--- src/rtl/mips_pkg.sv ---
`default_nettype none
// ============================================================================
// Module  : mips_pkg
// Purpose : Shared constants for the multicycle MIPS control path.
//           Contains the opcode values, the aluop encodings and the
//           controller state encoding.
// Revision: 1.0 - initial release
// ============================================================================
package mips_pkg;

  // Opcode field, instruction bits [31:26]
  localparam logic [5:0] OP_RTYPE = 6'b000000;
  localparam logic [5:0] OP_LW    = 6'b100011;
  localparam logic [5:0] OP_SW    = 6'b101011;
  localparam logic [5:0] OP_BEQ   = 6'b000100;
  localparam logic [5:0] OP_ADDI  = 6'b001000;
  localparam logic [5:0] OP_J     = 6'b000010;

  // aluop: controller-to-ALU-decoder operation class
  localparam logic [1:0] ALUOP_ADD   = 2'b00;
  localparam logic [1:0] ALUOP_SUB   = 2'b01;
  localparam logic [1:0] ALUOP_FUNCT = 2'b10;

  // Controller states. Codes 12-15 are unused.
  typedef enum logic [3:0] {
    ST_FETCH    = 4'd0,
    ST_DECODE   = 4'd1,
    ST_MEMADR   = 4'd2,
    ST_MEMRD    = 4'd3,
    ST_MEMWB    = 4'd4,
    ST_MEMWR    = 4'd5,
    ST_EXECUTE  = 4'd6,
    ST_ALUWB    = 4'd7,
    ST_BRANCH   = 4'd8,
    ST_ADDIEXEC = 4'd9,
    ST_ADDIWB   = 4'd10,
    ST_JUMP     = 4'd11
  } state_t;

endpackage
`default_nettype wire

--- src/rtl/aludec.sv ---
`default_nettype none
// ============================================================================
// Module  : aludec
// Purpose : ALU decoder. Maps the controller's aluop and the R-type funct
//           field onto the 3-bit ALU operation code.
// Ports   : aluop      in  2  operation class from the controller
//           funct      in  6  instruction bits [5:0]
//           alucontrol out 3  ALU operation (010 add, 110 sub, 000 and,
//                             001 or, 111 slt)
// Revision: 1.0 - initial release
// ============================================================================
module aludec
  import mips_pkg::*;
(
  input  logic [1:0] aluop,
  input  logic [5:0] funct,
  output logic [2:0] alucontrol
);

  always_comb begin
    alucontrol = 3'b010;
    case (aluop)
      ALUOP_ADD: alucontrol = 3'b010;
      ALUOP_SUB: alucontrol = 3'b110;
      ALUOP_FUNCT: begin
        case (funct)
          6'b100000: alucontrol = 3'b010; // add
          6'b100010: alucontrol = 3'b110; // sub
          6'b100100: alucontrol = 3'b000; // and
          6'b100101: alucontrol = 3'b001; // or
          6'b101010: alucontrol = 3'b111; // slt
          default:   alucontrol = 3'b010;
        endcase
      end
      default: alucontrol = 3'b010;
    endcase
  end

endmodule
`default_nettype wire

--- src/rtl/multicycle_ctrl.sv ---
`default_nettype none
// ============================================================================
// Module  : multicycle_ctrl
// Purpose : Moore sequencing controller for the multicycle MIPS datapath.
//           Steps each instruction through fetch/decode/execute/memory/
//           writeback, drives mux selects and write strobes, and waits on
//           the memory ready handshake in FETCH, MEMRD and MEMWR.
// Config  : MULTICYCLE_ADDI_EN - when defined, addi is executed through
//           ADDIEXEC/ADDIWB; otherwise op 001000 is reported as illegal.
// Ports   : clk, reset_n (async, active low)
//           op, funct, zero, mem_ready             - inputs
//           mem_req, memwrite, irwrite, iord, regdst, memtoreg, regwrite,
//           alusrca, alusrcb, pcsrc, pcen, alucontrol, illegal, state
// Revision: 1.0 - initial release
// ============================================================================
module multicycle_ctrl
  import mips_pkg::*;
(
  input  logic       clk,
  input  logic       reset_n,
  input  logic [5:0] op,
  input  logic [5:0] funct,
  input  logic       zero,
  input  logic       mem_ready,
  output logic       mem_req,
  output logic       memwrite,
  output logic       irwrite,
  output logic       iord,
  output logic       regdst,
  output logic       memtoreg,
  output logic       regwrite,
  output logic       alusrca,
  output logic [1:0] alusrcb,
  output logic [1:0] pcsrc,
  output logic       pcen,
  output logic [2:0] alucontrol,
  output logic       illegal,
  output logic [3:0] state
);

  state_t     r_state;
  state_t     w_next;
  logic [1:0] w_aluop;
  logic       w_mem_req, w_memwrite, w_irwrite, w_regwrite;
  logic       w_pcwrite, w_branch, w_illegal;

  always_ff @(posedge clk or negedge reset_n) begin
    if (!reset_n) r_state <= ST_FETCH;
    else          r_state <= w_next;
  end

  always_comb begin
    w_next     = ST_FETCH;
    w_mem_req  = 1'b0;
    w_memwrite = 1'b0;
    w_irwrite  = 1'b0;
    w_regwrite = 1'b0;
    w_pcwrite  = 1'b0;
    w_branch   = 1'b0;
    w_illegal  = 1'b0;
    w_aluop    = ALUOP_ADD;
    iord       = 1'b0;
    regdst     = 1'b0;
    memtoreg   = 1'b0;
    alusrca    = 1'b0;
    alusrcb    = 2'b00;
    pcsrc      = 2'b00;
    case (r_state)
      ST_FETCH: begin
        w_mem_req = 1'b1;
        alusrcb   = 2'b01;
        w_irwrite = mem_ready;
        w_pcwrite = mem_ready;
        w_next    = mem_ready ? ST_DECODE : ST_FETCH;
      end
      ST_DECODE: begin
        // Branch target computed early: PC + (SignImm << 2)
        alusrcb = 2'b11;
        case (op)
          OP_LW, OP_SW: w_next = ST_MEMADR;
          OP_RTYPE:     w_next = ST_EXECUTE;
          OP_BEQ:       w_next = ST_BRANCH;
`ifdef MULTICYCLE_ADDI_EN
          OP_ADDI:      w_next = ST_ADDIEXEC;
`endif
          OP_J:         w_next = ST_JUMP;
          default: begin
            w_illegal = 1'b1;
            w_next    = ST_FETCH;
          end
        endcase
      end
      ST_MEMADR: begin
        alusrca = 1'b1;
        alusrcb = 2'b10;
        w_next  = (op == OP_LW) ? ST_MEMRD : ST_MEMWR;
      end
      ST_MEMRD: begin
        w_mem_req = 1'b1;
        iord      = 1'b1;
        w_next    = mem_ready ? ST_MEMWB : ST_MEMRD;
      end
      ST_MEMWB: begin
        memtoreg   = 1'b1;
        w_regwrite = 1'b1;
      end
      ST_MEMWR: begin
        w_mem_req  = 1'b1;
        iord       = 1'b1;
        w_memwrite = 1'b1;
        w_next     = mem_ready ? ST_FETCH : ST_MEMWR;
      end
      ST_EXECUTE: begin
        alusrca = 1'b1;
        w_aluop = ALUOP_FUNCT;
        w_next  = ST_ALUWB;
      end
      ST_ALUWB: begin
        regdst     = 1'b1;
        w_regwrite = 1'b1;
      end
      ST_BRANCH: begin
        alusrca  = 1'b1;
        w_aluop  = ALUOP_SUB;
        pcsrc    = 2'b01;
        w_branch = 1'b1;
      end
`ifdef MULTICYCLE_ADDI_EN
      ST_ADDIEXEC: begin
        alusrca = 1'b1;
        alusrcb = 2'b10;
        w_next  = ST_ADDIWB;
      end
      ST_ADDIWB: begin
        w_regwrite = 1'b1;
      end
`endif
      ST_JUMP: begin
        pcsrc     = 2'b10;
        w_pcwrite = 1'b1;
      end
      default: w_next = ST_FETCH;
    endcase
  end

  // While reset is held the state already reads FETCH (async clear), so the
  // selects are at their FETCH values; only the strobes need masking.
  assign mem_req  = reset_n & w_mem_req;
  assign memwrite = reset_n & w_memwrite;
  assign irwrite  = reset_n & w_irwrite;
  assign regwrite = reset_n & w_regwrite;
  assign illegal  = reset_n & w_illegal;
  assign pcen     = reset_n & (w_pcwrite | (w_branch & zero));
  assign state    = r_state;

  aludec u_aludec (
    .aluop      (w_aluop),
    .funct      (funct),
    .alucontrol (alucontrol)
  );

endmodule
`default_nettype wire

--- config.mk ---
export PLATFORM = sky130hd
export DESIGN_NAME = multicycle_ctrl
export DESIGN_NICKNAME = d
export VERILOG_FILES = /design/src/rtl/mips_pkg.sv /design/src/rtl/aludec.sv /design/src/rtl/multicycle_ctrl.sv
export SDC_FILE = /design/constraint.sdc
export NUM_CORES = 1
export LEC_CHECK = 0
export ABC_AREA = 0
export CAP_MARGIN = 20
export CORE_MARGIN = 2
export CORE_UTILIZATION = 36
export CTS_BUF_LIST = sky130_fd_sc_hd__clkbuf_4 sky130_fd_sc_hd__clkbuf_8 sky130_fd_sc_hd__clkbuf_16
export DETAILED_ROUTE_END_ITERATION = 6
export PLACE_DENSITY_LB_ADDON = 0.1
export SETUP_SLACK_MARGIN = 0.5
export SYNTH_ARGS = -nofsm -noshare
export SYNTH_HDL_FRONTEND = slang
export SYNTH_SLANG_ARGS = --single-unit
export TNS_END_PERCENT = 1
--- constraint.sdc ---
create_clock -name clk -period 2.3 [get_ports clk]
set_input_delay 0.345 -clock clk [delete_from_list [all_inputs] [get_ports clk]]
set_output_delay 0.345 -clock clk [all_outputs]
set_load 0.01 [all_outputs]
==> results of run 1 <==
## what timing repair did
action                     in CTS  in global routing
gates cloned                    0                  0
resized for setup              51                 19
setup buffers                   1                  1
setup endpoints to repair      17                 14
pin swaps                       9                  6
## area by class of cell
type                            instances  area (um^2)
Multi-Input combinational cell         66          557
Timing Repair Buffer                   52          448
Fill cell                             119          363
Sequential cell                         4          101
Clock buffer                            4         30.0
Inverter                                6         22.5
Tap cell                               16         20.0
## routing by layer
layer | share of wire | vias up
li1 | - | 403
met1 | 0.39 | 374
met2 | 0.50 | 31
met3 | 0.060 | 8
met4 | 0.042 | 0
met5 | 0 | -
## kinds of logic (layout without fill, tap and decap cells)
family	count (synthesis)	in the layout
AOI/OAI and AO/OA	18	18
xor gates and xnor gates	2	2
adders and majority gates	2	2
buffers and inverters	9	62
DFF	4	4
muxes	1	1
and+or+nand+nor	43	43
## worst max-delay path by stage
| stage | depth (start not counted) | startpoint | endpoint | slack, ps |
|---|---|---|---|---|
| floorplan | 7 | state[0] | alucontrol[0] | 230 |
| global placement | 8 | state[0] | alucontrol[0] | -160 |
| detailed placement | 8 | state[0] | alucontrol[0] | -200 |
| CTS | 9 | state[0] | alucontrol[0] | -160 |
| global route | 7 | state[0] | alucontrol[1] | -150 |
| finish | 6 | state[0] | alucontrol[2] | -70 |
## power groups by stage
stage	logic [mW]	clock network (mW)	registers, mW
finish	0.175	0.111	0.0775
detailed placement	0.167	0	0.0781
global route	0.191	0.117	0.0779
floorplan	0.0620	0	0.0847
global placement	0.164	0	0.0778
CTS	0.174	0.114	0.0772
## stage by stage
step                std cells  hold WS [ps]   util  setup WS [ps]  TNS, ps
global route              148           325  0.765           -150     -542
global placement          142           613  0.700           -156     -402
floorplan                  79          49.4      -            232        0
detailed placement        142           622  0.700           -199     -616
CTS                       147           299  0.756           -164     -244
finish                    148           293  0.765          -74.6     -225
## cells in the mapped netlist (2+ instances only)
cell / n / area, um^2
sky130_fd_sc_hd__nor2_1: 3 / 11.3
sky130_fd_sc_hd__o21ai_0: 2 / 10.0
sky130_fd_sc_hd__a31oi_1: 4 / 25.0
sky130_fd_sc_hd__inv_1: 4 / 15.0
sky130_fd_sc_hd__nand2b_1: 4 / 25.0
sky130_fd_sc_hd__nor3_1: 5 / 25.0
sky130_fd_sc_hd__nor4_1: 2 / 12.5
sky130_fd_sc_hd__a21oi_1: 3 / 15.0
sky130_fd_sc_hd__nand2_1: 2 / 7.51
sky130_fd_sc_hd__buf_2: 2 / 10.0
sky130_fd_sc_hd__inv_2: 2 / 7.51
sky130_fd_sc_hd__and3_1: 5 / 31.3
sky130_fd_sc_hd__dfrtp_1: 4 / 100
sky130_fd_sc_hd__ha_1: 2 / 25.0
sky130_fd_sc_hd__and2_1: 4 / 25.0
sky130_fd_sc_hd__nor2b_1: 4 / 25.0
sky130_fd_sc_hd__nor3b_1: 5 / 37.5
## worst register-to-register path: stages, from the launching register on
cell	delay, ps
sky130_fd_sc_hd__dfrtp_1	380
sky130_fd_sc_hd__buf_6	160
sky130_fd_sc_hd__or3b_1	380
sky130_fd_sc_hd__a21oi_1	200
sky130_fd_sc_hd__a311o_1	170
==> out/summary.json, run 1 <==
{
  "status": {
    "outcome": "finished, violations left",
    "violations": "negative setup slack"
  },
  "sta": {
    "period_share": 1.03,
    "setup_repair_after_global_routing_missed_its_margin": "yes",
    "slew_headroom": 0.756,
    "finalWorstSetupSlack_ps": -74.6,
    "final_period_minus_worst_setup_slack_ps": 2370,
    "number_of_pins_exceeding_their_max_slew_limit_in_the_final_report": 0,
    "skew_ps": 2.21,
    "finalHoldViolations": 0,
    "achievable-frequency_mhz": 421,
    "timing_worst_slew_pin_value_ps": 360,
    "finalSetupViolations": 4
  },
  "worst_setup_path": {
    "cp_cell_sequence": "or3b_4, or2_4, buf_4, ha_1, o21ba_2, buf_6",
    "r2r_slack_ps": 940,
    "worstPathRequired_ps": 1960,
    "worst_path_largest_cell_delay_ps": 400,
    "critical_path.top_delay_family": "simple AND/OR/NAND/NOR gates",
    "crit_fanout": 2,
    "timing_worst_setup_path_type": "reg -> out",
    "setup.worst_path.end_class": "output port",
    "r2r_cells": 4,
    "rr_startpoint": "state[1]",
    "setup.worst_path.start_class": "register",
    "critical-path-slowest-cell": "sky130_fd_sc_hd__or3b_4",
    "timing.critical_path.buf_inv": 2,
    "crit-reg2reg-capture": "state[2]",
    "critical_path_arrival_ps": 2030
  },
  "global_routing": {
    "first_global_vias": 799,
    "busiest_layer": "met2",
    "antenna_found_initial": 0,
    "grtUsageTotal": 0.243,
    "grtUsageMet1": 0.291,
    "global_route.overflow_total": 0,
    "global_route_wire_length_before_repair_um": 3550,
    "grt_max_degree": 16,
    "groute.layer.met2.usage": 0.403,
    "gr-usage-met3": 0.0360
  },
  "synth": {
    "synthSimpleGateAreaFrac": 0.468,
    "synth-seq-cells": 4,
    "seq_area_frac_synth": 0.166,
    "synth.yosys.warnings": 0,
    "synth-compound-area-share": 0.210,
    "synth_adder_area_share": 0.0416,
    "ys.flop_type": "sky130_fd_sc_hd__dfrtp_1",
    "synth_area_per_cell_um2": 7.62,
    "muxShareOfSynthArea": 0.0187,
    "synth_enable_flop_cells": 0,
    "synth-async-reset-ratio": 1.00,
    "synth_cells": 79,
    "syn_area_um2": 602,
    "synth-xor-area-share": 0.0291,
    "synth_fp_nets": 97,
    "synth.lib_cells_used.distinct": 39,
    "synth_top_family_by_area": "simple AND/OR/NAND/NOR gates"
  },
  "clock_network": {
    "clock_sink_count": 4,
    "cts_hold_buffers": 0,
    "cts_htree_levels": 1,
    "tritoncts": "built",
    "clkLatencyLatePin_ps": 240,
    "cts.path.max_buffers": 2,
    "clockRootBuffer": "sky130_fd_sc_hd__clkbuf_4",
    "cts-buffers-inserted": 3,
    "cts.clk_slew.worst_paths_ps": 40
  },
  "floorplanning": {
    "core_area_um2": 1540,
    "die_x_um": 44.9,
    "top_level_ports": 37,
    "die_y_um": 44.9,
    "start_util": 0.390,
    "fp.dieArea_um2": 2010,
    "placement_rows": 14
  },
  "finish": {
    "diodes": 0,
    "largest_register_ffs": 4,
    "mostFrequentLayoutCell": "sky130_fd_sc_hd__clkdlybuf4s50_1",
    "num-nets-final": 151,
    "post_route_cells_drive_above_1_share": 0.394,
    "postLayoutCellArea_um2": 1180,
    "flow.area_growth_from_synthesis_pct": 95.8,
    "most-common-layout-cells": "sky130_fd_sc_hd__clkdlybuf4s50_1 (19), sky130_fd_sc_hd__buf_4 (13), sky130_fd_sc_hd__dlygate4sd2_1 (6)"
  },
  "drt": {
    "drt_wl_total_um": 2170,
    "drc": 0,
    "drt_iter0_drc": 8,
    "routed_wire_length_per_instance_um": 14.6,
    "drtPass1Iterations": 5,
    "vias": 816,
    "drtAntennaViolNets": 0,
    "viasPerCell": 5.51
  },
  "placement": {
    "globalplace.congestion": 0.810,
    "detailedPlacementHpwl_um": 1520,
    "portBuffers": 36,
    "placed_area_um2": 1080
  },
  "pwr": {
    "power.share.switching": 0.324,
    "totalPowerFinal_uw": 364,
    "power-per-cell-area_nw_per_um2": 309,
    "comb_power_share": 0.481,
    "irDropWorstVdd_v": 0.000252,
    "power.share.sequential": 0.213,
    "internal_portion_of_total_power_uw": 246,
    "power.net_switching_uw": 118,
    "power_frac_clock": 0.306,
    "total_leakage_power_nw": 0.542
  },
  "job": {
    "max_cap_viol_count": 0
  },
  "worst_hold_path": {
    "min_path_type": "in -> async"
  }
}
No activity file was read; power rests on OpenSTA's default activity.
==> run 2: changes to the inputs <==
- CAP_MARGIN: 20 -> 10
- CORE_UTILIZATION: 36 -> 39
- clock period: 2.3 -> 3 ns (I/O delays scaled with it)
==> run 2 against run 1 <==
Net effect: the flow now finishes without violations; first-iteration DRC count grew 88%; global-route usage is 3.1 points lower; critical endpoint is now illegal; clock-buffer cell count decreased by 1; critical path type is now in -> out; combinational power decreased by 27%; largest power group unchanged; non-clock buffer count fell by 10.
==> out/summary.json, run 2 (synthesized netlist as in run 1, its figures left out) <==
{
  "status": {
    "outcome": "finished, final reports clean"
  },
  "clock_network": {
    "clkLatencyLatePin_ps": 250,
    "cts-buffers-inserted": 3,
    "cts.path.max_buffers": 2,
    "tritoncts": "built",
    "cts_hold_buffers": 0,
    "clockRootBuffer": "sky130_fd_sc_hd__clkbuf_4",
    "clock_sink_count": 4,
    "cts.clk_slew.worst_paths_ps": 40,
    "cts_htree_levels": 1
  },
  "floorplanning": {
    "fp.dieArea_um2": 1870,
    "core_area_um2": 1470,
    "top_level_ports": 37,
    "placement_rows": 14,
    "start_util": 0.409,
    "die_x_um": 43.3,
    "die_y_um": 43.3
  },
  "worst_setup_path": {
    "timing_worst_setup_path_type": "in -> out",
    "worstPathRequired_ps": 2550,
    "setup.worst_path.start_class": "input pin",
    "rr_startpoint": "state[1]",
    "r2r_slack_ps": 1640,
    "setup.worst_path.end_class": "output port",
    "r2r_cells": 4,
    "crit-reg2reg-capture": "state[2]",
    "critical_path_arrival_ps": 2070,
    "crit_fanout": 3
  },
  "sta": {
    "timing_worst_slew_pin_value_ps": 391,
    "finalHoldWorstSlack_ps": 105,
    "skew_ps": 6.11,
    "finalSetupViolations": 0,
    "timing.setup.tns_ps": 0,
    "slew_headroom": 0.739,
    "period_share": 0.839,
    "number_of_pins_exceeding_their_max_slew_limit_in_the_final_report": 0,
    "achievable-frequency_mhz": 397,
    "finalHoldViolations": 0,
    "final_period_minus_worst_setup_slack_ps": 2520,
    "finalWorstSetupSlack_ps": 483,
    "setup_repair_after_global_routing_missed_its_margin": "yes"
  },
  "placement": {
    "detailedPlacementHpwl_um": 1310,
    "pre_cts_slack_ps": 232,
    "globalplace.congestion": 0.811,
    "portBuffers": 36,
    "placedCellCount": 132
  },
  "drt": {
    "drtAntennaViolNets": 0,
    "vias": 757,
    "drtPass1Iterations": 4,
    "drc": 0,
    "drt_iter0_drc": 15,
    "drt_wl_total_um": 1930,
    "viasPerCell": 5.53,
    "routed_wire_length_per_instance_um": 14.1
  },
  "worst_hold_path": {
    "min_path_type": "in -> async"
  },
  "global_routing": {
    "first_global_vias": 747,
    "grtUsageMet1": 0.268,
    "antenna_found_initial": 0,
    "grtUsageTotal": 0.212,
    "global_route_wire_length_before_repair_um": 3060,
    "groute.layer.met2.usage": 0.352,
    "grt_max_degree": 16,
    "busiest_layer": "met2",
    "global_route.overflow_total": 0,
    "gr-usage-met3": 0.0596
  },
  "pwr": {
    "total_leakage_power_nw": 0.473,
    "power-per-cell-area_nw_per_um2": 235,
    "irDropWorstVdd_v": 0.000221
  },
  "finish": {
    "largest_register_ffs": 4,
    "most-common-layout-cells": "sky130_fd_sc_hd__clkdlybuf4s50_1 (29), sky130_fd_sc_hd__buf_4 (6)",
    "layout.filler_cells": 121,
    "num-nets-final": 141,
    "diodes": 0,
    "post_route_cells_drive_above_1_share": 0.207,
    "flow.area_growth_from_synthesis_pct": 83.2,
    "mostFrequentLayoutCell": "sky130_fd_sc_hd__clkdlybuf4s50_1",
    "final-instance-count-excl-fill": 137
  },
  "job": {
    "max_cap_viol_count": 0
  }
}
-- run 2: cell count changes in the layout (fill, tap and decap cells not counted), moves of 2 or more --
cell / change
sky130_fd_sc_hd__clkdlybuf4s50_1: +10
sky130_fd_sc_hd__buf_4: -7
sky130_fd_sc_hd__buf_6: -5
sky130_fd_sc_hd__dlygate4sd2_1: -5
sky130_fd_sc_hd__dlymetal6s2s_1: +4
sky130_fd_sc_hd__buf_2: -3
sky130_fd_sc_hd__clkbuf_2: -3
sky130_fd_sc_hd__nor2b_1: +2
-- run 2: through the flow --
| stage | util | instance area, um^2 | power, mW |
|---|---|---|---|
| after floorplan | - | 602 | 0.112 |
| after global placement | 0.676 | 995 | 0.175 |
| after detailed placement | 0.676 | 995 | 0.177 |
| after CTS | 0.699 | 1030 | 0.250 |
| after global routing | 0.749 | 1100 | 0.274 |
| final | 0.749 | 1100 | 0.259 |
-- run 2: worst max path at each step --
| stage | startpoint | endpoint | slack (ps) |
|---|---|---|---|
| 3_3_place_gp | state[0] | alucontrol[0] | 320 |
| 4_1_cts | state[3] | alucontrol[2] | 310 |
| 2_1_floorplan | state[0] | alucontrol[0] | 710 |
| 6_report | op[0] | illegal | 480 |
| 3_5_place_dp | state[0] | alucontrol[0] | 230 |
| 5_1_grt | op[0] | illegal | 410 |
-- run 2: where the power goes --
part / internal (mW) / total, mW / leakage, nW / switching [mW]
clock: 0.0451 / 0.0727 / 0.0138 / 0.0276
combinational: 0.0698 / 0.128 / 0.405 / 0.0577
sequential: 0.0573 / 0.0589 / 0.0541 / 0.00157
total: 0.172 / 0.259 / 0.473 / 0.0869
-- run 2: cell type report --
cell class,instances,area [um^2],area share
Multi-Input combinational cell,66,533,0.484
Timing Repair Buffer,42,404,0.367
Sequential cell,4,100,0.0908
Clock buffer,3,22.5,0.0204
Inverter,6,22.5,0.0204
Tap cell,16,20.0,0.0182
-- run 2: what timing repair did --
item,4_1_cts,5_1_grt
endpoints found under the hold margin,0,0
pin swaps,3,4
setup buffers,1,1
resized for setup,10,15
endpoints found under the setup margin,5,8
-- run 2: worst max-delay path, cell delays in order --
cell and delay, ps:
sky130_fd_sc_hd__clkdlybuf4s50_1 490, sky130_fd_sc_hd__nor4_4 340, sky130_fd_sc_hd__o21ai_0 130, sky130_fd_sc_hd__and4b_1 180, sky130_fd_sc_hd__clkdlybuf4s50_1 470
-- run 2: layer usage --
| layer | wire length (um) | share of wire | vias to the layer above |
|---|---|---|---|
| met3 | 152 | 0.079 | 2 |
| li1 | - | - | 380 |
| met5 | 0 | 0 | - |
| met2 | 945 | 0.49 | 32 |
| met4 | 11 | 0.0057 | 0 |
| met1 | 818 | 0.42 | 343 |
==> run 3: changes to the inputs <==
- CORE_UTILIZATION: 39 -> 36
- clock period: 3 -> 2.6 ns (I/O delays scaled with it)
==> run 3 against run 2 <==
Net effect: non-clock buffer count up 7; global-route usage is 1.5 points higher; critical path depth grew 4; final cell count is 5.8% higher; sequential cell count unchanged; clock-buffer cell count is 1 higher; clock skew grew 5.4 ps; die area increased by 7.6%; clock power up 33%; hold slack improved by 500 ps; sequential power up 16%; largest cell class unchanged; highest routed layer is now met3.
==> out/summary.json, run 3 (synthesized netlist as in run 1, its figures left out) <==
{
  "worst_setup_path": {
    "critical_path_arrival_ps": 2080,
    "cp_cell_sequence": "or3b_4, or2_4, inv_4, ha_4, nand2_4, nor4_4, buf_4, a32o_2, buf_6",
    "setup.worst_path.start_class": "register",
    "crit_fanout": 2,
    "worstPathRequired_ps": 2210,
    "timing_worst_setup_path_type": "reg -> out",
    "timing.critical_path.buf_inv": 3,
    "setup.worst_path.end_class": "output port",
    "critical_path.top_delay_family": "simple AND/OR/NAND/NOR gates",
    "worst_path_largest_cell_delay_ps": 390,
    "critical-path-slowest-cell": "sky130_fd_sc_hd__dfrtp_2"
  },
  "drt": {
    "drt_iter0_drc": 16,
    "drt_wl_total_um": 2020,
    "routed_wire_length_per_instance_um": 13.9,
    "drtPass1Iterations": 4,
    "drtAntennaViolNets": 0,
    "drc": 0,
    "vias": 797,
    "viasPerCell": 5.50
  },
  "sta": {
    "finalHoldWorstSlack_ps": 605,
    "period_share": 0.948,
    "final_period_minus_worst_setup_slack_ps": 2470,
    "finalSetupViolations": 0,
    "skew_ps": 11.5,
    "slew_headroom": 0.724,
    "timing.setup.tns_ps": 0,
    "finalHoldViolations": 0,
    "timing_worst_slew_pin_value_ps": 413,
    "setup_repair_after_global_routing_missed_its_margin": "yes",
    "number_of_pins_exceeding_their_max_slew_limit_in_the_final_report": 0,
    "finalWorstSetupSlack_ps": 135,
    "achievable-frequency_mhz": 406
  },
  "floorplanning": {
    "fp.dieArea_um2": 2010,
    "top_level_ports": 37,
    "core_area_um2": 1540,
    "placement_rows": 14,
    "die_x_um": 44.9,
    "die_y_um": 44.9,
    "start_util": 0.390
  },
  "global_routing": {
    "first_global_vias": 776,
    "antenna_found_initial": 0,
    "global_route.overflow_total": 0,
    "grtUsageTotal": 0.227,
    "grt_max_degree": 16,
    "global_route_wire_length_before_repair_um": 3380
  },
  "finish": {
    "diodes": 0,
    "flow.area_growth_from_synthesis_pct": 87.5,
    "post_route_cells_drive_above_1_share": 0.248,
    "largest_register_ffs": 4,
    "num-nets-final": 148,
    "mostFrequentLayoutCell": "sky130_fd_sc_hd__clkdlybuf4s50_1",
    "most-common-layout-cells": "sky130_fd_sc_hd__clkdlybuf4s50_1 (33), sky130_fd_sc_hd__buf_4 (13), sky130_fd_sc_hd__and3_1 (5), sky130_fd_sc_hd__nor3_1 (5)"
  },
  "clock_network": {
    "clockRootBuffer": "sky130_fd_sc_hd__clkbuf_4",
    "clock_sink_count": 4,
    "tritoncts": "built",
    "cts_htree_levels": 1,
    "cts.path.max_buffers": 2,
    "clkLatencyLatePin_ps": 240,
    "cts.clk_slew.worst_paths_ps": 40,
    "cts-buffers-inserted": 3
  },
  "placement": {
    "globalplace.congestion": 0.799,
    "detailedPlacementHpwl_um": 1470,
    "pre_cts_slack_ps": 14.4,
    "portBuffers": 36
  },
  "job": {
    "max_cap_viol_count": 0
  },
  "pwr": {
    "irDropWorstVdd_v": 0.000191,
    "total_leakage_power_nw": 0.485,
    "power-per-cell-area_nw_per_um2": 276
  },
  "status": {
    "outcome": "finished, final reports clean"
  },
  "worst_hold_path": {
    "min_path_type": "in -> async"
  }
}
==> run 3: changes by cell type in the layout (fill, tap and decap cells not counted), sizes merged <==
cell           previous run  this run
dlymetal6s2s              4         0
clkdlybuf4s50            29        33
buf                       8        15
clkbuf                    3         5
dlygate4sd2               1         0
==> run 3: worst paths after layout <==
kind / startpoint / end / slack (ps) / depth (start not counted)
min in group clk: state[3] / state[0] / 650 / 2
min reg2reg: state[3] / state[0] / 650 / 2
min: reset_n / state[3] / 600 / 2
max in group asynchronous: reset_n / state[1] / 1880 / 2
max reg2reg: state[1] / state[1] / 1250 / 4
max: state[0] / alucontrol[0] / 130 / 9
==> run 3: layer usage <==
metal  vias up  GRT usage  wire (um)
li1        397          -          -
met1       376      0.246        795
met2        24      0.449       1100
met3         0     0.0400        119
met4         0     0.0529          0
met5         -          0          0
==> run 3: metrics by stage <==
| step | util | power, mW | area [um^2] | instances |
|---|---|---|---|---|
| 6_report | 0.732 | 0.312 | 1130 | 145 |
| 5_1_grt | 0.732 | 0.330 | 1130 | 145 |
| 4_1_cts | 0.729 | 0.313 | 1120 | 145 |
| 3_5_place_dp | 0.680 | 0.213 | 1050 | 138 |
| 3_3_place_gp | 0.680 | 0.212 | 1050 | 138 |
| 2_1_floorplan | - | 0.130 | 611 | 79 |
==> run 3: what timing repair did <==
action | CTS | global route
gates resized for setup | 16 | 3
gates cloned | 0 | 0
hold buffers | 0 | 0
endpoints found under the setup margin | 13 | 16
hold endpoints to repair | 0 | 0
setup buffers | 3 | 0
pin swaps | 7 | 5
==> run 3: power by group <==
part / internal (mW) / switching, mW / leakage [nW] / total (mW)
combinational: 0.0825 / 0.0644 / 0.413 / 0.147
clock: 0.0681 / 0.0282 / 0.0184 / 0.0964
sequential: 0.0665 / 0.00178 / 0.0529 / 0.0683
==> run 3: layout make-up <==
type	instances	area, um^2
flip-flops and latches	4	101
inverters	6	25.0
well taps	16	20.0
repair buffers	49	449
clock buffers	4	30.0
multi-input cells	66	503
fillers	124	413
